**src/rtl/gfx_pkg.sv**
```systemverilog
// gfx_pkg: shared graphics constants for the track/sprite map read path
package gfx_pkg;
  localparam int REQ_FORWARD = 0;
  localparam int REQ_MINIMAP = 1;
  localparam int REQ_RACER = 2;
  localparam int TRACK_ADDR_WIDTH = 16;
  localparam int TRACK_DATA_WIDTH = 12;
  localparam int TRACK_READ_LATENCY = 2;
endpackage

```
**src/rtl/rr_picker.sv**
```systemverilog
// rr_picker: one-hot find-first-set starting just after ptr_i, wrapping around
module rr_picker #(
  parameter int N = 3,
  parameter int PW = $clog2(N)
) (
  input  logic [N-1:0]  req_i,
  input  logic [PW-1:0] ptr_i,
  output logic [N-1:0]  gnt_o,
  output logic [PW-1:0] idx_o,
  output logic          found_o
);
  logic [PW-1:0] cur;
  always_comb begin
    gnt_o = '0;
    idx_o = '0;
    found_o = 1'b0;
    cur = ptr_i;
    for (int k = 0; k < N; k++) begin
      cur = (cur == PW'(N - 1)) ? '0 : cur + 1'b1;
      if (!found_o && req_i[cur]) begin
        gnt_o[cur] = 1'b1;
        idx_o = cur;
        found_o = 1'b1;
      end
    end
  end
endmodule

```
**src/rtl/track_mem_arbiter.sv**
```systemverilog
// track_mem_arbiter: shares the map BRAM read port; starved requesters first, then the
// fixed-priority requester, then round-robin, with a tagged fixed-latency response path.
module track_mem_arbiter
  import gfx_pkg::*;
#(
  parameter int NUM_REQ = 3,
  parameter int PRIO_REQ = REQ_FORWARD,
  parameter int ADDR_WIDTH = TRACK_ADDR_WIDTH,
  parameter int DATA_WIDTH = TRACK_DATA_WIDTH,
  parameter int READ_LATENCY = TRACK_READ_LATENCY,
  parameter int MAX_WAIT = 4
) (
  input  logic                                 clk_in,
  input  logic                                 rst_in,
  input  logic [NUM_REQ-1:0]                   req_valid_in,
  input  logic [NUM_REQ-1:0][ADDR_WIDTH-1:0]   req_addr_in,
  output logic [NUM_REQ-1:0]                   req_ready_out,
  output logic                                 mem_en_out,
  output logic [ADDR_WIDTH-1:0]                mem_addr_out,
  input  logic [DATA_WIDTH-1:0]                mem_data_in,
  output logic [NUM_REQ-1:0]                   rsp_valid_out,
  output logic [DATA_WIDTH-1:0]                rsp_data_out
);
  localparam int PW = $clog2(NUM_REQ);
  localparam int WW = $clog2(MAX_WAIT + 1);
  localparam logic [NUM_REQ-1:0] PRIO_MASK = NUM_REQ'(1) << PRIO_REQ;
  logic [NUM_REQ-1:0] others, starved, s_gnt, r_gnt, gnt;
  logic [PW-1:0] s_idx, r_idx, gnt_idx, ptr_q, ptr_d;
  logic s_found, r_found, prio_vld;
  logic [NUM_REQ-1:0][WW-1:0] wait_q, wait_d;
  logic [READ_LATENCY:0][NUM_REQ-1:0] tag_q;
  assign others = req_valid_in & ~PRIO_MASK;
  assign prio_vld = req_valid_in[PRIO_REQ];
  for (genvar i = 0; i < NUM_REQ; i++) begin : g_wait
    assign starved[i] = others[i] && wait_q[i] == WW'(MAX_WAIT);
    assign wait_d[i] = (i == PRIO_REQ || !req_valid_in[i] || gnt[i]) ? '0 :
                       (wait_q[i] == WW'(MAX_WAIT)) ? wait_q[i] : wait_q[i] + 1'b1;
  end
  // Both searches share the RR pointer; PRIO_REQ is masked out of both.
  rr_picker #(.N(NUM_REQ), .PW(PW)) u_starved (
    .req_i(starved), .ptr_i(ptr_q), .gnt_o(s_gnt), .idx_o(s_idx), .found_o(s_found)
  );
  rr_picker #(.N(NUM_REQ), .PW(PW)) u_rr (
    .req_i(others), .ptr_i(ptr_q), .gnt_o(r_gnt), .idx_o(r_idx), .found_o(r_found)
  );
  always_comb begin
    gnt = !rst_in ? '0 : s_found ? s_gnt : prio_vld ? PRIO_MASK : r_gnt;
    gnt_idx = s_found ? s_idx : prio_vld ? PW'(PRIO_REQ) : r_idx;
    ptr_d = (s_found || (!prio_vld && r_found)) ? gnt_idx : ptr_q;
  end
  assign req_ready_out = gnt;
  always_ff @(posedge clk_in or negedge rst_in) begin
    if (!rst_in) begin
      ptr_q <= PW'(NUM_REQ - 1);
      wait_q <= '0;
      tag_q <= '0;
      mem_en_out <= 1'b0;
      mem_addr_out <= '0;
      rsp_valid_out <= '0;
      rsp_data_out <= '0;
    end else begin
      ptr_q <= ptr_d;
      wait_q <= wait_d;
      tag_q <= {tag_q[READ_LATENCY-1:0], gnt};
      mem_en_out <= |gnt;
      if (|gnt) mem_addr_out <= req_addr_in[gnt_idx];
      rsp_valid_out <= tag_q[READ_LATENCY];
      if (|tag_q[READ_LATENCY]) rsp_data_out <= mem_data_in;
    end
  end
endmodule
```
**config.mk**
```make
export PLATFORM = sky130hd
export DESIGN_NAME = track_mem_arbiter
export DESIGN_NICKNAME = d
export VERILOG_FILES = /design/src/rtl/gfx_pkg.sv /design/src/rtl/rr_picker.sv /design/src/rtl/track_mem_arbiter.sv
export SDC_FILE = /design/constraint.sdc
export NUM_CORES = 1
export LEC_CHECK = 0
export BUFFER_PORTS_ARGS = -buffer_cell sky130_fd_sc_hd__buf_2
export CELL_PAD_IN_SITES_DETAIL_PLACEMENT = 1
export CELL_PAD_IN_SITES_GLOBAL_PLACEMENT = 1
export CORE_MARGIN = 2
export CORE_UTILIZATION = 35
export CTS_CLUSTER_SIZE = 10
export DETAILED_ROUTE_END_ITERATION = 10
export GPL_ROUTABILITY_DRIVEN = 0
export GPL_TIMING_DRIVEN = 1
export PLACE_DENSITY_LB_ADDON = 0.1
export REMOVE_ABC_BUFFERS = 1
export SLEW_MARGIN = 10
export SYNTH_ARGS = -nofsm -noshare
export SYNTH_HDL_FRONTEND = slang
export SYNTH_HIERARCHICAL = 1
export SYNTH_SLANG_ARGS = --single-unit
export TNS_END_PERCENT = 100
```
**constraint.sdc**
```tcl
create_clock -name clk_in -period 6.6 [get_ports clk_in]
set_input_delay 0.99 -clock clk_in [delete_from_list [all_inputs] [get_ports clk_in]]
set_output_delay 0.99 -clock clk_in [all_outputs]
set_load 0.005 [all_outputs]
```
==> results of run 1 <==
[worst register-to-register path: cells and delay by family (launching register included)]
family,cells,cell delay [ns]
and+or+nand+nor,4,2.04
AOI/OAI and AO/OA,2,0.69
DFF,1,0.40
adders and majority gates,1,0.24
buffers and inverters,1,0.06
[routing by layer]
metal,track usage [%],up-vias
met1,24.93,1087
met3,3.521,7
met4,5.256,0
li1,-,1098
met2,29.26,62
met5,0,-
[cell type report]
| type | count | area, um^2 |
|---|---|---|
| fill | 903 | 3938 |
| multi-input combinational | 193 | 1294 |
| sequential | 49 | 1227 |
| timing repair buffer | 102 | 518.0 |
| tap | 99 | 123.9 |
| clock buffer | 5 | 68.82 |
| clock inverter | 3 | 26.28 |
| inverter | 5 | 18.77 |
[flip-flops by register name, indices dropped and copies added, names as in the netlist]
name and count:
mem_en_out 1, rsp_valid_out 3, tag_q 9, rsp_data_out 12, wait_q 6, ptr_q 2
mem_addr_out 16
[worst min path at each step]
stage	from	cells past startpoint	slack, ns	to
2_1_floorplan	tag_q[0]$_DFF_PN0_	0	0.33	tag_q[3]$_DFF_PN0_
3_3_place_gp	tag_q[5]$_DFF_PN0_	0	0.33	tag_q[8]$_DFF_PN0_
3_5_place_dp	tag_q[1]$_DFF_PN0_	0	0.34	tag_q[4]$_DFF_PN0_
4_1_cts	tag_q[3]$_DFF_PN0_	0	0.35	tag_q[6]$_DFF_PN0_
5_1_grt	tag_q[3]$_DFF_PN0_	0	0.35	tag_q[6]$_DFF_PN0_
6_report	tag_q[3]$_DFF_PN0_	0	0.35	tag_q[6]$_DFF_PN0_
[per-stage QoR]
step,instances,instance area [um^2]
floorplan,247,2540
global placement,448,3182
CTS,456,3277
detailed placement,448,3182
global route,456,3277
finish,456,3277
[power breakdown]
part | switching [mW] | internal [mW]
Combinational | 0.115 | 0.117
Clock | 0.112 | 0.0790
Sequential | 0.0311 | 0.356
Total | 0.258 | 0.552
[cell families (layout without fill, tap and decap cells)]
kind of cell,after synthesis,count (layout)
AND/OR/NAND/NOR,99,99
XOR/XNOR,2,2
flip-flops,49,49
adder cells (fa/ha/maj),4,4
other,1,9
buffers and inverters,19,115
AO/OA/AOI/OAI,65,65
multiplexers,14,14
[synthesized netlist by cell type, types with 2 or more instances]
library cell | number | area, um^2
or3_1 | 2 | 12.51
ha_1 | 4 | 50.05
buf_2 | 2 | 10.01
nor2b_1 | 5 | 31.28
or3b_2 | 2 | 17.52
nand2b_1 | 4 | 25.02
a31oi_1 | 6 | 37.54
a21oi_1 | 5 | 25.02
a21o_1 | 16 | 120.1
nand2_1 | 27 | 101.4
and3_1 | 3 | 18.77
mux2_2 | 13 | 146.4
xnor2_1 | 2 | 17.52
nor3_1 | 20 | 100.1
a31oi_2 | 10 | 125.1
o21a_1 | 2 | 15.01
nor2_1 | 9 | 33.78
a22o_1 | 3 | 26.28
dfrtp_1 | 48 | 1201
buf_6 | 3 | 33.78
a21bo_1 | 2 | 20.02
o2bb2ai_1 | 2 | 17.52
nand3_1 | 18 | 90.09
o21ai_0 | 17 | 85.08
clkbuf_1 | 7 | 26.28
inv_1 | 5 | 18.77
or3b_1 | 2 | 17.52
==> flow_metrics.env, run 1 <==
export IMPL_status="finished, final reports clean"
export IMPL_cp_num_buf_inv=2
export IMPL_drt_iter0_markers=81
export IMPL_rrSetupSlack_ns=3.03
export IMPL_whs_ns=0.3485
export IMPL_hold_viol=0
export IMPL_min_period_ns=3.898
export IMPL_crit_type="primary input to output pin"
export IMPL_hold_class="register to register"
export IMPL_synth_simple_area_share_pct=19.93
export IMPL_worstMarginPinSlew_ns=1.091
export IMPL_cts_sinks=49
export IMPL_cts_max_level=2
export IMPL_die_h_um=90.07
export IMPL_grt_util_all_layers_pct=18.16
export IMPL_avgSynthCellArea_um2=10.25
export IMPL_max_stage_delay_ns=0.58
export IMPL_crit_arrival_ns=2.91
export IMPL_synth_cells=253
export IMPL_wire_per_inst_um=15.78
export IMPL_grt_pass1_wl_mm=11.86
export IMPL_grt_start_max_net_pins=51
export IMPL_synth_top_family_by_area="compound AO/OA/AOI/OAI gates"
export IMPL_top_layer_used="met4"
export IMPL_drv_cap=0
export IMPL_fin_util_pct=45.42
export IMPL_numCtsBuffers=5
export IMPL_grt_overflow_total=0
export IMPL_ys_flop_type="dfrtp_1"
export IMPL_fin_skew_ns=0.01015
export IMPL_portBuffers=99
export IMPL_cp_start_kind="primary input"
export IMPL_critPathMostFrequentCell="buf_2"
export IMPL_critPathMaxFanout=14
export IMPL_yosys_warnings=6
export IMPL_rsz0062_at_grt="no"
export IMPL_crit_path_end_kind="output pin"
export IMPL_dp_hpwl_mm=5.291
export IMPL_synthMuxAreaShare_pct=6.033
export IMPL_drt_total_wl_mm=7.196
export IMPL_wl_met1_mm=3.302
export IMPL_rows=31
export IMPL_cts_resized_gates=0
export IMPL_drv_slew=0
export IMPL_cp_depth=6
export IMPL_synth_cell_type_count=41
export IMPL_syn2layout_area_growth_pct=26.40
export IMPL_crit_slowest_cell="or3b_2"
export IMPL_crit_family="simple AND/OR/NAND/NOR gates"
export IMPL_ctsLongestPathBuffers=2
export IMPL_synth_compound_area_share_pct=20.03
export IMPL_dr_wl_met3_um=364
export IMPL_relSlewSlack_pct=26.94
export IMPL_dr_wl_met2_mm=3.440
export IMPL_regToRegStartpoint="wait_q[3]$_DFFE_PN0P_"
export IMPL_start_util_pct=35.93
export IMPL_dp_slack_ns=2.524
export IMPL_viasPerCell=4.943
export IMPL_syn_area_um2=2592
export IMPL_power_mw=0.8096
export IMPL_final_cell_mix="buf_2, dfrtp_1, nand2_1"
export IMPL_post_route_period_util_pct=59.05
export IMPL_ant_nets=0
export IMPL_reg2reg_depth=8
export IMPL_synthArstFlopShare_pct=100.0
export IMPL_power_leakage_nw=1.585
export IMPL_synth_fa_ha_area_share_pct=1.931
export IMPL_clk_pin_slew_ns=0.11
export IMPL_ys_seq_area_share_pct=47.35
export IMPL_cts_tree="built"
export IMPL_cts_root_buf="clkbuf_8"
export IMPL_die_area_um2=8112
export IMPL_grt_pass1_vias=2338
export IMPL_insertedDiodeCount=0
export IMPL_setup_tns_final_ns=0
export IMPL_clk_latency_ns=0.30
export IMPL_peakVddDrop_uv=80.36
export IMPL_dr_total_vias=2254
export IMPL_power_density_nw_per_um2=247.1
export IMPL_fmax_mhz=256.6
export IMPL_antenna_found_initial=0
export IMPL_ys_ff_latch=49
export IMPL_crit_chain="buf_2 -> and3_1 -> or3_1 -> or3b_2 -> a21oi_1 -> buf_2"
export IMPL_post_route_drc_count=0
export IMPL_yosys_area_share_xor_xnor_pct=0.6757
export IMPL_cp_required_ns=5.61
export IMPL_setup_viol_count_final=0
export IMPL_synth_edff_count=0
export IMPL_ioPinCount=100
export IMPL_r2r_end="mem_addr_out[15]$_DFFE_PN0P_"
export IMPL_postCtsSetupBuffers=0
export IMPL_final_common_cell="buf_2"
export IMPL_critPathLaunch="req_valid_in[1]"
export IMPL_cp_endpoint="req_ready_out[1]"
export IMPL_final_nets=425
export IMPL_hold_buffers=0
export IMPL_fin_ws_ns=2.702
export IMPL_die_x_um=90.07
export IMPL_design_core_area_um2=7214
export IMPL_dr_pass1_iters=4
export IMPL_layout_drive_gt1_share_pct=40.06
Power figures use the tool's default switching activity.
==> inputs of run 2 (changes only) <==
==> constraint.sdc (replaced) <==
create_clock -name clk_in -period 3.85 [get_ports clk_in]
set_input_delay 0.5775 -clock clk_in [delete_from_list [all_inputs] [get_ports clk_in]]
set_output_delay 0.5775 -clock clk_in [all_outputs]
set_load 0.005 [all_outputs]
==> flow_metrics.env, run 2 (synthesis results as in run 1) <==
export IMPL_status="finished, final reports clean"
export IMPL_grt_pass1_vias=2442
export IMPL_dp_hpwl_mm=5.512
export IMPL_layout_drive_gt1_share_pct=40.72
export IMPL_power_leakage_nw=1.611
export IMPL_numCtsBuffers=5
export IMPL_antenna_found_initial=0
export IMPL_crit_path_end_kind="output pin"
export IMPL_crit_slowest_cell="or3b_2"
export IMPL_start_util_pct=35.93
export IMPL_die_area_um2=8112
export IMPL_dr_total_vias=2287
export IMPL_place_area_um2=3224
export IMPL_insertedDiodeCount=0
export IMPL_grt_overflow_total=0
export IMPL_final_nets=429
export IMPL_wire_per_inst_um=16.30
export IMPL_design_core_area_um2=7214
export IMPL_syn2layout_area_growth_pct=28.14
export IMPL_top_usage_layer="met2"
export IMPL_regToRegStartpoint="wait_q[6]$_DFFE_PN0P_"
export IMPL_reg2reg_depth=9
export IMPL_critPathMaxFanout=14
export IMPL_grt_util_all_layers_pct=18.88
export IMPL_fin_skew_ns=0.004304
export IMPL_cts_resized_gates=0
export IMPL_regMostFlops="mem_addr_out"
export IMPL_largest_reg_flops=16
export IMPL_final_cell_mix="buf_2, dfrtp_1, nand2_1"
export IMPL_min_period_ns=3.397
export IMPL_rows=31
export IMPL_rsz0062_at_grt="no"
export IMPL_place_inst=452
export IMPL_ctsLongestPathBuffers=2
export IMPL_fin_cells=460
export IMPL_hold_buffers=0
export IMPL_met3_usage_pct=3.604
export IMPL_use_met1_pct=24.26
export IMPL_max_stage_delay_ns=0.59
export IMPL_drv_cap=0
export IMPL_top_regs="mem_addr_out: 16 flops, rsp_data_out: 12 flops, tag_q: 9 flops"
export IMPL_postCtsSetupBuffers=0
export IMPL_r2r_end="mem_addr_out[11]$_DFFE_PN0P_"
export IMPL_gr_usage_met2_pct=33.02
export IMPL_final_area_um2=3322
export IMPL_dr_pass1_iters=4
export IMPL_rrSetupSlack_ns=0.78
export IMPL_post_route_drc_count=0
export IMPL_grt_start_max_net_pins=50
export IMPL_relSlewSlack_pct=37.21
export IMPL_viasPerCell=4.972
export IMPL_die_h_um=90.07
export IMPL_hp_start="tag_q[4]$_DFF_PN0_"
export IMPL_clk_latency_ns=0.31
export IMPL_holdPathStages=0
export IMPL_grt_pass1_wl_mm=12.35
export IMPL_drt_iter0_markers=73
export IMPL_drv_slew=0
export IMPL_final_common_cell="buf_2"
export IMPL_fin_ws_ns=0.4528
export IMPL_cts_sinks=49
export IMPL_cp_required_ns=3.27
export IMPL_post_route_period_util_pct=88.24
export IMPL_power_density_nw_per_um2=422.7
export IMPL_setup_tns_final_ns=0
export IMPL_fillers=885
export IMPL_drt_total_wl_mm=7.500
export IMPL_cts_max_level=2
export IMPL_crit_arrival_ns=2.82
export IMPL_worstMarginPinSlew_ns=0.9413
export IMPL_whs_endpoint="tag_q[7]$_DFF_PN0_"
export IMPL_cts_root_buf="clkbuf_8"
export IMPL_setup_viol_count_final=0
export IMPL_portBuffers=99
export IMPL_crit_chain="inv_1 -> ha_1 -> and3_1 -> or3_1 -> or3b_2 -> a21oi_1 -> buf_2"
export IMPL_peakVddDrop_uv=157.0
export IMPL_cp_start_kind="register"
export IMPL_ioPinCount=100
export IMPL_crit_type="register to output pin"
export IMPL_clk_pin_slew_ns=0.10
export IMPL_die_x_um=90.07
export IMPL_ant_nets=0
export IMPL_hold_class="register to register"
export IMPL_hold_viol=0
export IMPL_fmax_mhz=294.4
export IMPL_dp_slack_ns=0.7139
export IMPL_cts_tree="built"
==> run 2: final cells by class <==
cell class | count | area, um^2 | area share, %
Clock buffer | 5 | 68.82 | 2.072
Sequential cell | 49 | 1227 | 36.95
Clock inverter | 3 | 28.78 | 0.8663
Timing Repair Buffer | 106 | 560.5 | 16.87
Tap cell | 99 | 123.9 | 3.729
Multi-Input combinational cell | 193 | 1294 | 38.95
Inverter | 5 | 18.77 | 0.5650
==> run 2: where the power goes <==
part	switching, mW	internal, mW
combinational	0.199	0.209
clock	0.197	0.136
sequential	0.0525	0.609
total	0.449	0.955
==> run 2: worst max path at each step <==
stage / from / end / cells after the start / slack [ns]
3_3_place_gp: req_valid_in[1] / req_ready_out[1] / 6 / 0.76
5_1_grt: wait_q[6]$_DFFE_PN0P_ / req_ready_out[1] / 7 / 0.30
3_5_place_dp: req_valid_in[1] / req_ready_out[1] / 6 / 0.71
4_1_cts: wait_q[6]$_DFFE_PN0P_ / req_ready_out[1] / 7 / 0.41
6_report: wait_q[6]$_DFFE_PN0P_ / req_ready_out[1] / 7 / 0.45
2_1_floorplan: wait_q[6]$_DFFE_PN0P_ / mem_addr_out[10]$_DFFE_PN0P_ / 8 / 0.82
==> run 2: worst max-delay path, delay by kind of cell (launching register included) <==
family | cells | cell delay [ns]
compound gates | 1 | 0.31
fa+ha+maj | 1 | 0.25
buf+inv | 2 | 0.24
flops | 1 | 0.39
simple gates | 3 | 1.32
==> run 2: routing by layer <==
layer	wire [um]	vias to the layer above
li1	-	1104
met1	3475	1117
met2	3642	61
met3	312	5
met4	70	0
met5	0	-
==> run 2: stage by stage <==
stage | power, mW | hold slack (ns) | utilization (%)
global route | 1.504 | 0.3649 | 46.05
detailed placement | 1.087 | 0.3363 | 44.69
floorplan | 0.8875 | 0.2819 | -
CTS | 1.429 | 0.3548 | 46.05
global placement | 1.073 | 0.3341 | 44.69
finish | 1.404 | 0.3526 | 46.05
